[config.mk]
export PLATFORM = sky130hd
export DESIGN_NAME = sensor_avg_bank_flat
export DESIGN_NICKNAME = d
export VERILOG_FILES = /design/src/rtl/sensor_avg_bank_if.sv /design/src/rtl/sensor_avg_bank.sv /design/src/flat_wrapper.sv
export SDC_FILE = /design/constraint.sdc
export NUM_CORES = 1
export LEC_CHECK = 0
export ABC_CLOCK_PERIOD_IN_PS = 5300
export CORE_MARGIN = 3
export CORE_UTILIZATION = 35
export CTS_CLUSTER_SIZE = 8
export DETAILED_ROUTE_END_ITERATION = 8
export HOLD_SLACK_MARGIN = 0.1
export PLACE_DENSITY_LB_ADDON = 0.3
export SLEW_MARGIN = 20
export SYNTH_ARGS = -nofsm -noshare
export SYNTH_HDL_FRONTEND = slang
export SYNTH_SLANG_ARGS = --single-unit
[constraint.sdc]
create_clock -name clk -period 5.3 [get_ports clk]
set_clock_uncertainty 0.1 [all_clocks]
set_input_delay 1.06 -clock clk [delete_from_list [all_inputs] [get_ports clk]]
set_output_delay 1.06 -clock clk [all_outputs]
set_load 0.05 [all_outputs]
[src/rtl/sensor_avg_bank_if.sv]
// Purpose: bundles the sample, strobe, control and result signals of sensor_avg_bank.
// Latency: none. This is wiring only.
// Backpressure: none. Every signal is a level or a single-cycle pulse, with no ready path.
// Ports: master drives smpl/strb/seed/target/batt/not_pedaling and receives
//        avg/avg_vld/tick/batt_ok/error. The slave modport is the averaging bank.
interface sensor_avg_bank_if #(
  parameter int NCH = 2,
  parameter int DW  = 12
);
  logic [NCH*DW-1:0] smpl;
  logic [NCH-1:0]    strb;
  logic [NCH-1:0]    seed;
  logic [DW-1:0]     target;
  logic [DW-1:0]     batt;
  logic              not_pedaling;
  logic [NCH*DW-1:0] avg;
  logic [NCH-1:0]    avg_vld;
  logic              tick;
  logic              batt_ok;
  logic [DW:0]       error;

  modport master (
    output smpl, strb, seed, target, batt, not_pedaling,
    input  avg, avg_vld, tick, batt_ok, error
  );

  modport slave (
    input  smpl, strb, seed, target, batt, not_pedaling,
    output avg, avg_vld, tick, batt_ok, error
  );
endinterface

[src/rtl/sensor_avg_bank.sv]
// Purpose: NCH exponential averagers with a sample timer, battery lockout with hysteresis,
//          and a gated, registered error term (target - avg[ERR_CH]).
// Latency: a sample or seed in cycle n is visible on avg and avg_vld in n+1. error lags avg by 1 cycle.
// Backpressure: none. Each trigger is consumed in the cycle it is present.
// Ports: clk, rst_n (async, active low); bus = slave side of sensor_avg_bank_if
//        (smpl/strb/seed/target/batt/not_pedaling in; avg/avg_vld/tick/batt_ok/error out).
module sensor_avg_bank #(
  parameter int             NCH      = 2,
  parameter int             DW       = 12,
  parameter int             SHIFT    = 5,
  parameter logic [NCH-1:0] MODE     = 'b01,
  parameter int             TMR_W    = 22,
  parameter int             FAST_SIM = 0,
  parameter int             ERR_CH   = 0,
  parameter logic [DW-1:0]  LOW_TH   = 12'hA98,
  parameter logic [DW-1:0]  HYST     = 12'h040
) (
  input  logic              clk,
  input  logic              rst_n,
  sensor_avg_bank_if.slave  bus
);

  localparam int AW = DW + SHIFT;
  // In fast simulation only the low 16 timer bits form the tick. The upper bits then stay at 0.
  localparam int TICK_W = (FAST_SIM != 0 && TMR_W > 16) ? 16 : TMR_W;
  localparam logic [TMR_W-1:0] TMR_ONE = 1;
  // The release threshold is computed one bit wider so that LOW_TH+HYST cannot wrap.
  localparam logic [DW:0] REL_TH = {1'b0, LOW_TH} + {1'b0, HYST};

  // ---------------- sample timer ----------------
  logic [TMR_W-1:0] tmr;
  logic             tick_w;

  assign tick_w   = &tmr[TICK_W-1:0];
  assign bus.tick = tick_w;

  always_ff @(posedge clk or negedge rst_n) begin
    if (!rst_n) begin
      tmr <= '0;
    end else if (tick_w) begin
      tmr <= '0;
    end else begin
      tmr <= tmr + TMR_ONE;
    end
  end

  // ---------------- averaging channels ----------------
  for (genvar i = 0; i < NCH; i++) begin : g_ch
    logic [DW-1:0] s;
    logic          trig;
    logic [AW-1:0] acc;
    logic          vld;

    assign s    = bus.smpl[i*DW +: DW];
    assign trig = MODE[i] ? bus.strb[i] : tick_w;

    // acc - (acc >> SHIFT) + s stays at or below (2^DW-1) << SHIFT, so AW bits are enough.
    // A seed overrides a trigger in the same cycle.
    always_ff @(posedge clk or negedge rst_n) begin
      if (!rst_n) begin
        acc <= '0;
        vld <= 1'b0;
      end else begin
        vld <= bus.seed[i] | trig;
        if (bus.seed[i]) begin
          acc <= {s, {SHIFT{1'b0}}};
        end else if (trig) begin
          acc <= acc - (acc >> SHIFT) + {{SHIFT{1'b0}}, s};
        end
      end
    end

    assign bus.avg[i*DW +: DW] = acc[AW-1:SHIFT];
    assign bus.avg_vld[i]      = vld;
  end

  // ---------------- battery lockout ----------------
  typedef enum logic {
    LOCK = 1'b0,
    OK   = 1'b1
  } bstate_t;

  bstate_t state_q;
  bstate_t state_d;

  always_ff @(posedge clk or negedge rst_n) begin
    if (!rst_n) begin
      state_q <= LOCK;
    end else begin
      state_q <= state_d;
    end
  end

  // Between LOW_TH and REL_TH the state holds. This gap is the hysteresis band.
  always_comb begin
    state_d = state_q;
    case (state_q)
      LOCK:    if ({1'b0, bus.batt} >= REL_TH) state_d = OK;
      OK:      if (bus.batt < LOW_TH)          state_d = LOCK;
      default: state_d = LOCK;
    endcase
  end

  assign bus.batt_ok = (state_q == OK);

  // ---------------- error term ----------------
  logic [DW-1:0] avg_sel;
  logic [DW:0]   error_q;

  assign avg_sel = bus.avg[ERR_CH*DW +: DW];

  always_ff @(posedge clk or negedge rst_n) begin
    if (!rst_n) begin
      error_q <= '0;
    end else if (bus.not_pedaling || !bus.batt_ok) begin
      error_q <= '0;
    end else begin
      error_q <= {1'b0, bus.target} - {1'b0, avg_sel};
    end
  end

  assign bus.error = error_q;

endmodule

[src/flat_wrapper.sv]
// flat-port wrapper written by rule: the top's interface ports become plain ports
module sensor_avg_bank_flat 
#(
  parameter int             NCH      = 2,
  parameter int             DW       = 12,
  parameter int             SHIFT    = 5,
  parameter logic [NCH-1:0] MODE     = 'b01,
  parameter int             TMR_W    = 22,
  parameter int             FAST_SIM = 0,
  parameter int             ERR_CH   = 0,
  parameter logic [DW-1:0]  LOW_TH   = 12'hA98,
  parameter logic [DW-1:0]  HYST     = 12'h040
)
  (clk, rst_n, bus_smpl, bus_strb, bus_seed, bus_target, bus_batt, bus_not_pedaling, bus_avg, bus_avg_vld, bus_tick, bus_batt_ok, bus_error);
  sensor_avg_bank_if #(.NCH(NCH), .DW(DW)) bus_i ();
  input  logic clk;
  input  logic rst_n;
  input wire logic [$bits(bus_i.smpl)-1:0] bus_smpl;
  input wire logic [$bits(bus_i.strb)-1:0] bus_strb;
  input wire logic [$bits(bus_i.seed)-1:0] bus_seed;
  input wire logic [$bits(bus_i.target)-1:0] bus_target;
  input wire logic [$bits(bus_i.batt)-1:0] bus_batt;
  input wire logic [$bits(bus_i.not_pedaling)-1:0] bus_not_pedaling;
  output wire logic [$bits(bus_i.avg)-1:0] bus_avg;
  output wire logic [$bits(bus_i.avg_vld)-1:0] bus_avg_vld;
  output wire logic [$bits(bus_i.tick)-1:0] bus_tick;
  output wire logic [$bits(bus_i.batt_ok)-1:0] bus_batt_ok;
  output wire logic [$bits(bus_i.error)-1:0] bus_error;
  assign bus_i.smpl = bus_smpl;
  assign bus_i.strb = bus_strb;
  assign bus_i.seed = bus_seed;
  assign bus_i.target = bus_target;
  assign bus_i.batt = bus_batt;
  assign bus_i.not_pedaling = bus_not_pedaling;
  assign bus_avg = bus_i.avg;
  assign bus_avg_vld = bus_i.avg_vld;
  assign bus_tick = bus_i.tick;
  assign bus_batt_ok = bus_i.batt_ok;
  assign bus_error = bus_i.error;
  sensor_avg_bank #(.NCH(NCH), .DW(DW), .SHIFT(SHIFT), .MODE(MODE), .TMR_W(TMR_W), .FAST_SIM(FAST_SIM), .ERR_CH(ERR_CH), .LOW_TH(LOW_TH), .HYST(HYST)) u_core (.clk(clk), .rst_n(rst_n), .bus(bus_i));
endmodule
# == Word-level counts from Yosys, hierarchy flattened ==
# Cells that the tools add are included.
# word_totals
out_inout_bits,41
word_cells,32
input_bits,55
register_bits,72
# op_classes
bitwise,3
mux,9
addsub,6
reduce_logical,5
order_cmp,2
# op_table
operator,count
$mux 17,4
$add 17x12->17,2
$sub 17x12->17,2
$add 22x1->22 const B,1
$mux 22,1
$reduce_and 22->1,1
$mux 13,1
$sub 12x12->13,1
$ge 12x12->1 const B,1
$lt 12x12->1 const B,1
$reduce_bool 2->1,2
$mux 1,2
$or 1x1->1,2
$pmux 1 s2,1
$logic_not 1->1,1
$logic_or 1x1->1,1
$not 1->1,1

# == Depth between registers and ports, before layout ==
# logic_depth
ltp_word,4
ltp_mapped,11
depth_no_buf,11

# == Least setup slack after synthesis ==
# Ideal clock, no wire load.
# synth_timing
path_kind,in2reg
start,in bus_smpl[1]
end,reg u_core.g_ch[0].acc[14]
path_stages,10
n_path_buf,0
slack_ns,1.841
t_required_ns,5.130
arrival_time_ns,3.289
setup_ns,0.070
path_cell_list,inv_1 fa_1 inv_1 fa_1 a211oi_1 o21ai_1 o21ai_1 a21oi_1 or4_1 nand3_1
# synth_via
elab_chain_cells,3
# synth_rtl
element,line_no,rtl
"start, declared",flat_wrapper.sv:18,input wire logic [$bits(bus_i.smpl)-1:0] bus_smpl;
$add 17x12->17,sensor_avg_bank.sv:68,"acc <= acc - (acc >> SHIFT) + {{SHIFT{1'b0}}, s};"
$mux 17,sensor_avg_bank.sv:67,end else if (trig) begin
$mux 17,sensor_avg_bank.sv:65,if (bus.seed[i]) begin
"end signal, assigned",sensor_avg_bank.sv:66,"acc <= {s, {SHIFT{1'b0}}};"
"end signal, assigned",sensor_avg_bank.sv:68,
"end, declared",sensor_avg_bank.sv:51,logic [AW-1:0] acc;
# No other way between the ends. The select of a mux whose other input is x is not followed.
# A chain may end at the register's enable or synchronous reset.

# == Final worst setup path ==
# layout_timing
start,in bus_smpl[13]
end,reg u_core.g_ch[1].acc[12]
# layout_via
elab_chain_cells,3
# layout_rtl
element,line_no
$add 17x12->17,sensor_avg_bank.sv:68
$mux 17,sensor_avg_bank.sv:67
$mux 17,sensor_avg_bank.sv:65
"end signal, assigned",sensor_avg_bank.sv:66
"end signal, assigned",sensor_avg_bank.sv:68
"end, declared",sensor_avg_bank.sv:51
# No other way between the ends. The select of a mux whose other input is x is not followed.

==> results.yml <==
floorplan:
  fp.dieW_um: 139
  rows: 47
  die_h_um: 139
  die_area_um2: 19300
  start_util_pct: 36.4
  boundaryPins: 96
  core-area_um2: 16900
cells_and_area:
  synthToLayoutAreaGrowth_pct: 20.7
  finalNonFillerCells: 1007
  nets: 909
  n_antenna_cell: 0
  drive_above_1_share_pct: 3.68
  fillers: 1699
cts:
  hold_buffers: 0
  cts-resized-gates: 0
  cts_tree: "yes"
  clock-root-buffer: "clkbuf_16"
  cts_buffers: 9
  clkTransAtPathRegs_ps: 60
  h-tree-depth: 3
  clk_path_buf_depth: 2
  post_cts_buffers: 0
  cts.sinks: 72
  insertion_delay_ps: 340
power_and_ir_drop:
  pwr-share-seq_pct: 18.4
  comb_power_share_pct: 63.9
  p_sw_mw: 1.83
  power_density_nw_per_um2: 538
  internal-power_mw: 2.18
  vdd_drop_max_v: 0.000345
  sw_frac_of_total_pct: 45.6
  p_clk_share_pct: 17.8
  total_leakage_power_nw: 3.50
logic_synthesis:
  synth_warnings: 0
  ys_ff_latch: 72
  post-synth-top-area-fraction_pct: 29.2
  synth_edf_count: 0
  synthesis.instances: 723
  synthTopCellsByArea: "dfrtp_1, ha_1, fa_1"
  synth_area_um2: 6170
  synth.largest_area_cell: "dfrtp_1"
  async_reset_ff_share_pct: 100
  syn_avg_cell_area_um2: 8.53
  synth_flop_cell: "dfrtp_1"
  synth_nets: 850
  ys_types: 59
  seq_area_frac_synth_pct: 29.2
placed_design:
  routabilityCongestion: 0.903
  dp.cells: 991
  port_buffers: 91
  hpwl_um: 10900
setup_path:
  worstPathMaxFanout: 4
  cp-end-kind: "register"
  cp_data_arrival_time_ps: 4080
  regToRegStartpoint: "u_core.g_ch[1].acc[6]$_DFFE_PN0P_"
  cp.required_ps: 5400
  reg2reg_depth: 9
  cp-start-kind: "input port"
  reg2reg_to: "u_core.g_ch[1].acc[12]$_DFFE_PN0P_"
  path_class: "input port to register"
  r2r_slack_ps: 2080
timing:
  layout_min_cycle_time_ps: 3980
  fin_crit_sh_pct: 75.1
  tns_ps: 0
  drv_slew: 0
  setup_viol: 0
  worst_pin_slew_ps: 955
  slew_headroom_pct: 36.3
  hold_violations: 0
  rsz0062_at_grt: "false"
  timing.fmax_mhz: 251
routing:
  drtIter0Drc: 205
  drt_pass1_iterations: 4
  drc: 0
  wirelength_um: 14300
  avgRoutedWirePerCell_um: 14.2
  vias: 4963
  viasPerCell: 4.93
  ant_nets: 0
global_routing:
  gr-total-overflow: 0
  track_usage_pct: 15.3
  grt_pass1_wl_um: 24100
  grt_pass1_vias: 4782
  grt_max_degree: 73
  grt_antenna_before_repair: 0
hold_path:
  worstHoldStart: "u_core.tmr[12]$_DFF_PN0_"
  whs_endpoint: "u_core.tmr[12]$_DFF_PN0_"
  min_path_cells: 1
  worstHoldPathType: "register to register"
status:
  status: "complete, no violations"
flow_run:
  cap_violations: 0
power groups by stage:
stage / sequential, mW / combinational [mW] / clock (mW)
finish: 0.736 / 2.56 / 0.711
CTS: 0.740 / 2.57 / 0.737
global placement: 0.749 / 2.55 / 0
floorplan: 0.787 / 2.00 / 0
global route: 0.755 / 2.89 / 0.763
detailed placement: 0.749 / 2.56 / 0
layer usage:
metal  GRT usage (%)  wire (um)  up-vias
met2            26.0       7000       93
met5               0          0        -
li1                -          -     2561
met1            19.9       6530     2301
met4            3.04        131        0
met3            3.90        619        8
synth_stat cells, drive strengths merged (7+ instances only):
cell type and n:
nor2 50, nand2 53, o31ai 8, buf 31
xnor2 30, xor2 11, a21o 17, clkbuf 16
a21oi 46, fa 25, and3 7, nand4 9
dfrtp 72, nand2b 7, ha 47, o21ai 31
o21a 12, mux2i 10, inv 116, nand3 18
nor3 16, a211oi 14
flip-flops by register name (all words and copies together) (netlist names):
| signal | count |
|---|---|
| u_core.g_ch.vld | 2 |
| u_core.bus.error | 13 |
| u_core.g_ch.acc | 34 |
| u_core.tmr | 22 |
| u_core.bus.batt_ok | 1 |
layout by cell type, fill, tap and decap left out, types with 4 or more instances in the layout:
cell | netlist | layout
a22oi_1 | 4 | 4
mux2i_1 | 10 | 10
a211o_1 | 4 | 4
nor2_1 | 50 | 50
nand2b_1 | 7 | 7
buf_4 | 27 | 5
clkdlybuf4s50_1 | 0 | 90
o21ai_0 | 29 | 29
dfrtp_1 | 72 | 72
o31ai_1 | 8 | 8
xnor2_1 | 30 | 30
a21oi_1 | 46 | 46
nand2_1 | 53 | 53
o211ai_1 | 6 | 6
xor2_1 | 11 | 11
a21o_1 | 17 | 17
a211oi_1 | 13 | 13
a31oi_1 | 5 | 5
fa_1 | 25 | 25
o21bai_1 | 5 | 5
a311oi_1 | 4 | 4
clkbuf_16 | 0 | 9
nor3_1 | 16 | 16
nand3b_1 | 4 | 4
nand4_1 | 8 | 8
and3_1 | 7 | 7
ha_1 | 47 | 47
inv_1 | 116 | 116
nand3_1 | 17 | 17
o31a_1 | 5 | 5
o21a_1 | 12 | 12
and4_1 | 4 | 4
cell families (layout without fill, tap and decap cells):
kind of cell             Yosys count  in the layout  share of synthesized area [%]
AND/OR/NAND/NOR                  189            189                           15.1
AO/OA/AOI/OAI                    173            173                           18.4
buffers and inverters            163            227                           11.6
adder cells (fa/ha/maj)           73             73                           17.8
flip-flops                        72             72                           29.2
XOR/XNOR                          41             41                           5.82
multiplexers                      12             12                           1.99
critical path: stages:
cell	delay, ps
clkdlybuf4s50_1	460
inv_1	60
fa_1	510
inv_1	70
fa_1	480
a211oi_1	270
o21ai_0	290
o21ai_0	400
a21oi_1	110
o21ai_0	260
a22oi_1	100
area by class of cell:
cell class	instances	area (um^2)	share of cell area [%]
clock buffer	11	243	3.26
clock inverter	5	104	1.39
inverter	116	435	5.85
multi-input combinational	488	3650	49.0
sequential	72	1800	24.2
tap	220	275	3.70
timing repair buffer	95	938	12.6
stage by stage:
step                      setup WS [ps]  util (%)  hold slack [ps]  total power, mW  area (um^2)
final                              1320      44.0              390             4.01         7450
after global placement             1070      41.9              383             3.30         7100
after global routing               1120      44.0              421             4.40         7450
after detailed placement           1030      41.9              382             3.31         7100
after CTS                          1400      44.0              394             4.05         7450
after floorplan                    1840         -              355             2.79         6170
how the worst max path moves through the flow:
stage                 start                                  to  depth (start not counted)
2_1_floorplan   bus_smpl[1]  u_core.g_ch[0].acc[14]$_DFFE_PN0P_                         10
3_3_place_gp   bus_smpl[13]  u_core.g_ch[1].acc[12]$_DFFE_PN0P_                         11
3_5_place_dp   bus_smpl[13]  u_core.g_ch[1].acc[12]$_DFFE_PN0P_                         11
4_1_cts        bus_smpl[13]  u_core.g_ch[1].acc[12]$_DFFE_PN0P_                         11
5_1_grt        bus_smpl[13]  u_core.g_ch[1].acc[10]$_DFFE_PN0P_                         11
6_report       bus_smpl[13]  u_core.g_ch[1].acc[12]$_DFFE_PN0P_                         11
Power figures use the tool's default switching activity.
